## src/rtl/ahb_apb_bridge_pkg.sv

```systemverilog
// Shared types and constants for the AHB-Lite to APB3 bridge.
package ahb_apb_bridge_pkg;

   typedef enum logic [2:0] {
      ST_IDLE,
      ST_LATCH,
      ST_SETUP,
      ST_ACCESS,
      ST_ERR1,
      ST_ERR2
   } state_t;

   localparam logic [1:0] HTRANS_IDLE   = 2'b00;
   localparam logic [1:0] HTRANS_BUSY   = 2'b01;
   localparam logic [1:0] HTRANS_NONSEQ = 2'b10;
   localparam logic [1:0] HTRANS_SEQ    = 2'b11;

   localparam logic HRESP_OKAY  = 1'b0;
   localparam logic HRESP_ERROR = 1'b1;

   function automatic int unsigned clog2(input int unsigned v);
      int unsigned r;
      r = 0;
      while ((64'd1 << r) < 64'(v))
         r++;
      return r;
   endfunction

   // Width of a field that must hold at least one bit.
   function automatic int unsigned min1_clog2(input int unsigned v);
      return (clog2(v) < 1) ? 1 : clog2(v);
   endfunction

endpackage

```

## src/rtl/ahb_apb_bridge_gen_apb_slot_decode.sv

```systemverilog
// Combinational HADDR slot decoder: one-hot select plus unmapped flag.
module apb_slot_decode
   import ahb_apb_bridge_pkg::*;
#(
   parameter int unsigned ADDR_WIDTH = 32,
   parameter int unsigned NUM_SLOTS  = 16,
   parameter int unsigned SLOT_LSB   = 24
) (
   input  logic [ADDR_WIDTH-1:0] addr,
   output logic [NUM_SLOTS-1:0]  sel,
   output logic                  unmapped
);

   localparam int unsigned SEL_W = min1_clog2(NUM_SLOTS);

   logic [SEL_W-1:0] idx;
   logic             unused_addr;

   assign idx         = addr[SLOT_LSB+SEL_W-1:SLOT_LSB];
   assign unused_addr = ^addr;

   always_comb begin
      sel      = '0;
      unmapped = (32'(idx) >= NUM_SLOTS);
      for (int unsigned i = 0; i < NUM_SLOTS; i++)
         sel[i] = (32'(idx) == i);
   end

endmodule

```

## src/rtl/ahb_apb_bridge_gen.sv

```systemverilog
// AHB-Lite slave to APB3 master bridge with wait states, slave errors,
// unmapped-slot detection and an ACCESS-phase timeout.
module ahb_apb_bridge_gen
   import ahb_apb_bridge_pkg::*;
#(
   parameter int unsigned ADDR_WIDTH     = 32,
   parameter int unsigned DATA_WIDTH     = 32,
   parameter int unsigned NUM_SLOTS      = 16,
   parameter int unsigned SLOT_LSB       = 24,
   parameter int unsigned TIMEOUT_CYCLES = 256
) (
   input  logic                  HCLK,
   input  logic                  HRESET,
   input  logic                  HSEL,
   input  logic [ADDR_WIDTH-1:0] HADDR,
   input  logic                  HWRITE,
   input  logic [1:0]            HTRANS,
   input  logic [2:0]            HSIZE,
   input  logic [DATA_WIDTH-1:0] HWDATA,
   input  logic                  HREADYIN,
   output logic                  HREADYOUT,
   output logic                  HRESP,
   output logic [DATA_WIDTH-1:0] HRDATA,
   output logic [NUM_SLOTS-1:0]  PSEL,
   output logic [ADDR_WIDTH-1:0] PADDR,
   output logic                  PWRITE,
   output logic                  PENABLE,
   output logic [DATA_WIDTH-1:0] PWDATA,
   input  logic [DATA_WIDTH-1:0] PRDATA,
   input  logic                  PREADY,
   input  logic                  PSLVERR,
   output logic                  ERR_SLV,
   output logic                  ERR_TMO
);

   localparam int unsigned TMO_W = min1_clog2(TIMEOUT_CYCLES + 1);
   localparam logic [TMO_W-1:0] TMO_LAST =
      (TIMEOUT_CYCLES == 0) ? '0 : TMO_W'(TIMEOUT_CYCLES - 1);

   state_t                  state;
   logic [ADDR_WIDTH-1:0]   addr_q;
   logic                    write_q;
   logic [2:0]              hsize_q;
   logic [NUM_SLOTS-1:0]    slot_q;
   logic [TMO_W-1:0]        tmo_cnt;
   logic [NUM_SLOTS-1:0]    dec_sel;
   logic                    dec_unmapped;
   logic                    accept;
   logic                    unused_hsize;

   apb_slot_decode #(
      .ADDR_WIDTH (ADDR_WIDTH),
      .NUM_SLOTS  (NUM_SLOTS),
      .SLOT_LSB   (SLOT_LSB)
   ) u_decode (
      .addr     (HADDR),
      .sel      (dec_sel),
      .unmapped (dec_unmapped)
   );

   assign accept       = HSEL & HREADYIN & HTRANS[1];
   assign unused_hsize = ^hsize_q;

   always_ff @(posedge HCLK or posedge HRESET) begin
      if (HRESET) begin
         state     <= ST_IDLE;
         HREADYOUT <= 1'b1;
         HRESP     <= HRESP_OKAY;
         HRDATA    <= '0;
         PSEL      <= '0;
         PENABLE   <= 1'b0;
         PWRITE    <= 1'b0;
         PADDR     <= '0;
         PWDATA    <= '0;
         ERR_SLV   <= 1'b0;
         ERR_TMO   <= 1'b0;
         tmo_cnt   <= '0;
         addr_q    <= '0;
         write_q   <= 1'b0;
         hsize_q   <= '0;
         slot_q    <= '0;
      end else begin
         ERR_SLV <= 1'b0;
         ERR_TMO <= 1'b0;
         unique case (state)
            // ERR2 doubles as an idle slot: its final cycle may take a new address phase.
            ST_IDLE, ST_ERR2: begin
               if (accept) begin
                  addr_q    <= HADDR;
                  write_q   <= HWRITE;
                  hsize_q   <= HSIZE;
                  slot_q    <= dec_sel;
                  HREADYOUT <= 1'b0;
                  if (dec_unmapped) begin
                     state   <= ST_ERR1;
                     HRESP   <= HRESP_ERROR;
                     ERR_SLV <= 1'b1;
                  end else begin
                     state   <= ST_LATCH;
                     HRESP   <= HRESP_OKAY;
                  end
               end else begin
                  state     <= ST_IDLE;
                  HREADYOUT <= 1'b1;
                  HRESP     <= HRESP_OKAY;
               end
            end
            ST_LATCH: begin
               if (write_q)
                  PWDATA <= HWDATA;
               PSEL    <= slot_q;
               PADDR   <= addr_q;
               PWRITE  <= write_q;
               tmo_cnt <= '0;
               state   <= ST_SETUP;
            end
            ST_SETUP: begin
               PENABLE <= 1'b1;
               state   <= ST_ACCESS;
            end
            ST_ACCESS: begin
               tmo_cnt <= tmo_cnt + TMO_W'(1);
               if (PREADY) begin
                  PSEL    <= '0;
                  PENABLE <= 1'b0;
                  if (PSLVERR) begin
                     ERR_SLV <= 1'b1;
                     HRESP   <= HRESP_ERROR;
                     state   <= ST_ERR1;
                  end else begin
                     if (!PWRITE)
                        HRDATA <= PRDATA;
                     HREADYOUT <= 1'b1;
                     state     <= ST_IDLE;
                  end
               end else if (TIMEOUT_CYCLES != 0 && tmo_cnt == TMO_LAST) begin
                  PSEL    <= '0;
                  PENABLE <= 1'b0;
                  ERR_TMO <= 1'b1;
                  HRESP   <= HRESP_ERROR;
                  state   <= ST_ERR1;
               end
            end
            ST_ERR1: begin
               HRESP     <= HRESP_ERROR;
               HREADYOUT <= 1'b1;
               state     <= ST_ERR2;
            end
            default: state <= ST_IDLE;
         endcase
      end
   end

endmodule

```

## config.mk

```make
export PLATFORM = sky130hd
export DESIGN_NAME = ahb_apb_bridge_gen
export DESIGN_NICKNAME = d
export VERILOG_FILES = /design/src/rtl/ahb_apb_bridge_pkg.sv /design/src/rtl/ahb_apb_bridge_gen_apb_slot_decode.sv /design/src/rtl/ahb_apb_bridge_gen.sv
export SDC_FILE = /design/constraint.sdc
export NUM_CORES = 1
export LEC_CHECK = 0
export CAP_MARGIN = 20
export CORE_MARGIN = 10
export CORE_UTILIZATION = 47
export CTS_CLUSTER_DIAMETER = 60
export DETAILED_ROUTE_END_ITERATION = 6
export GPL_ROUTABILITY_DRIVEN = 0
export HOLD_SLACK_MARGIN = 0.1
export PLACE_DENSITY = 0.82
export SYNTH_ARGS = -nofsm -noshare
export SYNTH_HDL_FRONTEND = slang
export SYNTH_HIERARCHICAL = 1
export SYNTH_SLANG_ARGS = --single-unit
export TNS_END_PERCENT = 10
```

## constraint.sdc

```tcl
create_clock -name HCLK -period 13.81 [get_ports HCLK]
set_input_delay 2.762 -clock HCLK [delete_from_list [all_inputs] [get_ports HCLK]]
set_output_delay 2.762 -clock HCLK [all_outputs]
set_load 0.01 [all_outputs]
```

# ---- Yosys cells after proc, flatten, opt, wreduce, memory -nomap -nowiden
# Cells that the tools add are included.
dict set report totals {
  ff_bits 179
  input_bits 108
}
dict set report op_classes {
  n_addsub 1
  n_eq_ne 25
  n_mux 26
  bitwise_logic 4
  reduce_logical 13
}
# cell count
set op_table {}
lappend op_table {{$eq A4 B4 Y1 const B} 8}
lappend op_table {{$mux W16} 2}
lappend op_table {{$pmux W16 S2} 1}
lappend op_table {{$pmux W9 S2} 1}
lappend op_table {{$eq A4 B3 Y1 const B} 4}
lappend op_table {{$mux W1} 15}
lappend op_table {{$pmux W3 S5} 1}
lappend op_table {{$add A9 B1 Y9 const B} 1}
lappend op_table {{$eq A9 B8 Y1 const B} 1}
lappend op_table {{$mux W3} 3}
lappend op_table {{$eq A4 B2 Y1 const B} 2}
lappend op_table {{$reduce_and A2 Y1} 4}
lappend op_table {{$eq A3 B2 Y1 const B} 2}
lappend op_table {{$eq A3 B3 Y1 const B} 2}
lappend op_table {{$ne A3 B3 Y1 const B} 2}
lappend op_table {{$pmux W1 S3} 2}
lappend op_table {{$reduce_and A3 Y1} 2}
lappend op_table {{$eq A4 B1 Y1 const B} 1}
lappend op_table {{$logic_not A4 Y1} 1}
lappend op_table {{$ne A2 B2 Y1 const B} 2}
lappend op_table {{$reduce_and A4 Y1} 1}
lappend op_table {{$reduce_bool A2 Y1} 2}
lappend op_table {{$eq A3 B1 Y1 const B} 1}
lappend op_table {{$logic_not A3 Y1} 1}
lappend op_table {{5 further kinds} 7}

# ---- Longest topological paths before layout
# Gate-level depths: netlist of run 1.
dict set report depth {
  ltp_word 4
  depth_mapped 8
  mapped_depth_nobuf 7
}

# ---- By module
# The synthesis of run 1 kept the hierarchy.
# mod instances cells_per_inst area_each_um2
set modules_own_cells {}
lappend modules_own_cells {ahb_apb_bridge_gen 1 440 7015.5}
lappend modules_own_cells {apb_slot_decode 1 22 242.7}

# ---- Worst setup path before layout of run 1
# OpenSTA, ideal clock, no wires.
dict set report synth_path {
  path_type {input to register}
  from {in PSLVERR}
  to {reg HRDATA[0]}
  setup_ns 0.125
  t_arrival_ns 3.785
  t_required_ns 13.685
  setup_slack_ns 9.900
  cell_stages 5
  n_path_buf 2
  cell_sequence {nand2b_1 -> or3_1 -> buf_2 -> buf_6 -> mux2_4}
}
dict set report synth_between {
  elab_chain_len 2
}
# element line
set synth_lines {}
lappend synth_lines {{start: declaration} ahb_apb_bridge_gen.sv:31} ;# input logic PSLVERR,
lappend synth_lines {{$not A1 Y1 (no source line)} -}
lappend synth_lines {{$reduce_and A4 Y1 (no source line)} -}
lappend synth_lines {{end signal: assignment} ahb_apb_bridge_gen.sv:69} ;# HRDATA <= '0;
lappend synth_lines {{end signal: assignment} ahb_apb_bridge_gen.sv:132} ;# HRDATA <= PRDATA;
lappend synth_lines {{end: declaration} ahb_apb_bridge_gen.sv:23} ;# output logic [DATA_WIDTH-1:0] HRDATA,
# No other way between the ends.
# A chain may end at the register's enable or synchronous reset.

==> metrics.md, run 1 <==
| Metric | Value |
|---|---|
| Outcome | completed |
| Data required time of the worst path | around 14 ns |
| Initial Util | 0.479 |
| Synthesis Warnings | 6 |
| Synth cell types | 49 |
| CP Data Arrival Time | 5.17 ns |
| GR Util All Layers | 0.166 |
| Vias per cell | 5.22 |
| Main synth FF type | dfrtp_1 |
| Row count | 45 |
| Endpoints failing setup | 0 |
| Cell count after synthesis | between 400 and 500 |
| Fmax | 215 MHz |
| Die Height | 144 um |
| First-pass GRT wire length | 27.1 mm |
| Max Buffers Root-to-Sink | 2 |
| Post-route DRC | 0 |
| I/O pin cnt | about 230 |
| Routed via count | 4583 |
| Number of flops mapped to enable cells by yosys | 0 |
| Top area cells in the synthesized netlist | dfrtp_1 (61%), mux2_1 (17%), mux2_4 (6.2%), a22o_1 (2.2%), buf_2 (0.97%) |
| Antenna violations before repair | 0 |
| Pre-antenna DRT Iters | 4 |
| Clk_skew | 0.00793 ns |
| Vias in the first global route | slightly above 5000 |
| P&R area growth vs syn | 40.3% |
| Register bit total from synthesis | 179 |
| Crit path kind | input port to async pin |
| Final period util | 0.337 |
| Pins Over Slew Limit | 0 |
| Final ANT Viol Nets | 0 |
| Die Span X | approximately 140 um |
| Slew HR | 0.326 |
| Fraction of registers with async set/reset | 1.00 |
| Slew @ Worst Pin | 1.01 ns |
| Htree depth | 4 |
| Post-CTS Resized | 0 |
| Syn avg cell area | 15.7 um2 |
| Number of hold buffers added after cts | 0 |
| P_leak | 0.00455 uW |
| Largest net degree at the start of global routing | 74 |
| Pwr dens | 216 mW/mm2 |
| Buffers on Ports | 221 |
| Clock latency on the worst-skew pair | around 0.42 ns |
| Clk slew on worst S/H paths | about 0.060 ns |
| CTS Buf Count | 17 |
| Critical Path End Type | async pin |
| Clock root cell | clkbuf_16 |
| DPL Wire Length | 12.5 mm |
| Sequential share of the synthesized area | 0.617 |
| Worst Path Max Fanout | 73 |
| Max-cap viol count | 0 |
| Total Wirelength | 17.3 mm |
| Post-route design area | 0.0102 mm2 |
| Share of cells above drive strength 1 | 0.122 |
| Core box area | between 0.015 and 0.02 mm2 |
| CTS tree | done |
| Max rail drop VDD | 0.0941 mV |
| N_diodes | 0 |
| Setup bufs post-CTS | 0 |
| Pre-CTS worst setup slack | 8.58 ns |
| Crit path time final | between 4 and 5 ns |
| WL per Instance | 19.7 um |
| Largest area contributor in the netlist | dfrtp_1 |
| Unrepaired setup endpoints after global routing | false |
| Total gr overflow | 0 |
| Fin worst setup slack | between 9 and 10 ns |
| DR iter-0 viols | 259 |
| Setup TNS | 0 ns |
| Most frequent cells in the layout | clkdlybuf4s50_1 (221), dfrtp_1 (178), mux2_1 (111) |
| Post-synthesis cell area | 0.00726 mm2 |
| Nets | 788 |
| Yosys top cell area share | 0.614 |
| Cells after DPL | between 800 and 900 |
| Final-report hold violation count | 0 |
| Die footprint | 0.0208 mm2 |
| Mapped Nets | around 570 |
| Commonest non-fill, non-tap cell in the layout | clkdlybuf4s50_1 |
| CTS sink count | between 150 and 200 |
| Placed Area | 0.00958 mm2 |
| Tightest Hold Check Type | flop to flop |
| Non-filler cells, final | 878 |
| Crit start category | input port |
-- cell families (layout without fill, tap and decap cells) --
family / count (synthesis) / in the layout / share of synthesized area
AOI/OAI and AO/OA: 46 / 46 / 0.0495
xor gates and xnor gates: 1 / 1 / 0.00121
adders and majority gates: 2 / 2 / 0.00345
buffers and inverters: 35 / 263 / 0.0288
DFF: 179 / 179 / 0.617
muxes: 148 / 148 / 0.245
other: 1 / 1 / 0.000517
and+or+nand+nor: 50 / 50 / 0.0545
-- report_power, final --
part           internal (uW)  total, uW  switching [uW]
clock                    306        497             191
sequential               754        887             133
combinational            496        818             322
-- cell type report --
class | count | area, um2
tap | 188 | 235
clock inverter | 10 | 158
multi-input combinational | 248 | 2580
sequential | 179 | 4480
timing repair buffer | 227 | 2260
fill | 1058 | 4960
inverter | 5 | 23.8
clock buffer | 21 | 450
-- synthesized netlist by cell type (all sizes together), types with 3 or more instances --
cell / count
nand2: 8
inv: 5
nand2b: 3
o311ai: 3
buf: 25
clkbuf: 5
o211ai: 4
o21ai: 6
and4b: 4
a21oi: 4
nor2: 3
nand3: 5
nor4b: 4
or3: 3
mux2: 146
dfrtp: 178
and4bb: 5
nor3b: 4
a22o: 18
-- worst max-delay path: stages --
cell and delay, ns:
clkdlybuf4s50_1 0.48, inv_6 0.44, buf_4 0.80, buf_4 0.61
-- state kept, by name (all words and copies together), names as in the netlist, 3 cells and up --
signal / flops
state: 3
slot_q: 16
PADDR: 32
PWDATA: 32
HRDATA: 32
addr_q: 32
tmo_cnt: 9
PSEL: 16
-- stage by stage --
step                 util  power [uW]  hold WS, ns
detailed placement  0.632        1730        0.467
CTS                 0.672        2240        0.481
finish              0.672        2200        0.476
global route        0.672        2330        0.497
global placement    0.632        1690        0.459
floorplan               -        1270        0.449
-- metal layers --
layer	track usage	part of all wire	vias to the layer above
met2	0.279	0.50	159
met4	0.0580	0.017	0
met3	0.0640	0.092	27
met5	0	0	-
li1	-	-	2104
met1	0.189	0.39	2293
-- worst paths after layout --
kind	startpoint	end	slack, ns	depth (start not counted)
max in group HCLK	PREADY	HRDATA[28]$_DFFE_PP0P_	9.33	4
min in group asynchronous	HRESET	addr_q[20]$_DFFE_PP0P_	2.81	2
setup reg to reg	state[1]$_DFFE_PP0P_	HRDATA[28]$_DFFE_PP0P_	11.38	3
hold reg to reg	addr_q[17]$_DFFE_PP0P_	addr_q[17]$_DFFE_PP0P_	0.48	1
hold / removal	addr_q[17]$_DFFE_PP0P_	addr_q[17]$_DFFE_PP0P_	0.48	1
setup / recovery	HRESET	HREADYOUT$_DFFE_PP1P_	9.15	4
Power figures use the tool's default switching activity.
==> run 2: changes to the inputs <==
CORE_UTILIZATION = 42   (was 47)
PLACE_DENSITY = 0.77   (was 0.82)
clock period = 4 ns   (was 13.81 ns; I/O delays follow)
==> metrics.md, run 2 (synthesized netlist as in run 1, its figures left out) <==
| Metric | Value |
|---|---|
| Die footprint | ~0.023 mm2 |
| Total Wirelength | 17.5 mm |
| Crit path time final | 2.56 ns |
| Final period util | 0.640 |
| Vias in the first global route | approximately 5000 |
| P&R area growth vs syn | 41.1% |
| CTS sink count | 179 |
| CTS tree | done |
| WL per Instance | between 15 and 20 um |
| Share of cells above drive strength 1 | 0.128 |
| Worst Setup EP | HRDATA[28]$_DFFE_PP0P_ |
| Pre-CTS worst setup slack | 1.03 ns |
| Crit path kind | input port to flop |
| Clock root cell | clkbuf_16 |
| Total gr overflow | 0 |
| Initial Util | 0.424 |
| Clk slew on worst S/H paths | about 0.070 ns |
| DPL Wire Length | 12.7 mm |
| Routed via count | 4591 |
| Unrepaired setup endpoints after global routing | false |
| Core box area | 0.0171 mm2 |
| RR Endpoint | HRDATA[28]$_DFFE_PP0P_ |
| Crit start category | input port |
| Final ANT Viol Nets | 0 |
| Setup TNS | 0 ns |
| Clk_skew | between 0.009 and 0.01 ns |
| Pwr dens | 737 mW/mm2 |
| Data required time of the worst path | 4.29 ns |
| Max Buffers Root-to-Sink | 2 |
| First-pass GRT wire length | 27.7 mm |
| Buffers on Ports | 221 |
| P_leak | 0.00455 uW |
| Met1 usage in global routing | 0.175 |
| Row count | 48 |
| CP startpoint | PREADY |
| Slew HR | 0.312 |
| Antenna violations before repair | 0 |
| I/O pin cnt | 226 |
| Fin worst setup slack | 1.44 ns |
| Setup bufs post-CTS | 0 |
| Endpoints failing setup | 0 |
| Commonest non-fill, non-tap cell in the layout | clkdlybuf4s50_1 |
| Grt met3 use | 0.0529 |
| Critical Path End Type | flop |
| Post-route DRC | 0 |
| Worst Path Max Fanout | 32 |
| Vias per cell | between 5 and 6 |
| CTS Buf Count | 17 |
| Slew @ Worst Pin | approximately 1.0 ns |
| Htree depth | 4 |
| Post-CTS Resized | 0 |
| Fmax | 391 MHz |
| Number of hold buffers added after cts | 0 |
| Max rail drop VDD | about 0.40 mV |
| Pins Over Slew Limit | 0 |
| Pre-antenna DRT Iters | 5 |
| Outcome | completed |
| Die Height | 151 um |
| R2R depth | 3 |
| Die Span X | 151 um |
| Most frequent cells in the layout | clkdlybuf4s50_1 (221), dfrtp_1 (178), mux2_1 (111) |
| Tightest Hold Check Type | flop to flop |
| Reg2reg setup slack | 1.55 ns |
| Clock latency on the worst-skew pair | 0.42 ns |
| Global routing's busiest layer | met2 |
| CP Data Arrival Time | 2.85 ns |
| Max-cap viol count | 0 |
| GR Util All Layers | 0.154 |
| N_diodes | 0 |
| DR iter-0 viols | 302 |
| GR Util met2 | 0.268 |
| Largest net degree at the start of global routing | just over 80 |
| Nets | 790 |
| Final-report hold violation count | 0 |
| RR Startpoint | state[1]$_DFFE_PP0P_ |
-- run 2: cell count changes in the layout (fill, tap and decap cells not counted), sizes merged --
cell / before / now
clkinv: 6 / 5
bufinv: 4 / 2
buf: 6 / 8
clkbuf: 21 / 19
inv: 5 / 8
clkinvlp: 0 / 3
-- run 2: final cells by class --
| class | count | area, um2 |
|---|---|---|
| fill | 1359 | 6880 |
| sequential | 179 | 4480 |
| multi-input combinational | 248 | 2580 |
| timing repair buffer | 229 | 2280 |
| clock buffer | 19 | 443 |
| tap | 225 | 282 |
| clock inverter | 13 | 149 |
| inverter | 5 | 22.5 |
-- run 2: how the worst min path moves through the flow --
stage,startpoint,to,slack [ns],depth (start not counted)
after floorplan,write_q$_DFFE_PP0P_,write_q$_DFFE_PP0P_,0.45,1
final,addr_q[6]$_DFFE_PP0P_,PADDR[6]$_DFFE_PP0P_,0.47,1
after detailed placement,addr_q[6]$_DFFE_PP0P_,PADDR[6]$_DFFE_PP0P_,0.47,1
after global routing,addr_q[6]$_DFFE_PP0P_,PADDR[6]$_DFFE_PP0P_,0.49,1
after CTS,addr_q[6]$_DFFE_PP0P_,PADDR[6]$_DFFE_PP0P_,0.48,1
after global placement,addr_q[16]$_DFFE_PP0P_,PADDR[16]$_DFFE_PP0P_,0.46,1
-- run 2: per-layer routing --
metal / share of wire / vias up
li1: - / 2115
met1: 0.38 / 2315
met2: 0.52 / 142
met3: 0.081 / 19
met4: 0.013 / 0
met5: 0 / -
-- run 2: where the power goes --
group | total [uW] | internal, uW | switching (uW) | leakage [uW]
logic | 2820 | 1720 | 1110 | 0.00202
registers | 3070 | 2600 | 467 | 0.00224
clock network | 1650 | 948 | 701 | 0.000286
total | 7540 | 5270 | 2280 | 0.00455
-- run 2: critical path: stages --
cell and delay, ns:
clkdlybuf4s50_1 0.55, nand2b_1 0.14, or3_2 0.87, mux2_1 0.47
-- run 2: stage by stage --
step	hold WS [ns]	utilization	std cells	area, um2	power [uW]
final	0.474	0.598	918	10200	7540
after global placement	0.459	0.564	886	9650	5840
after detailed placement	0.467	0.564	886	9650	6000
after floorplan	0.449	-	462	7260	4400
after global routing	0.488	0.598	918	10200	8010
after CTS	0.478	0.598	918	10200	7680
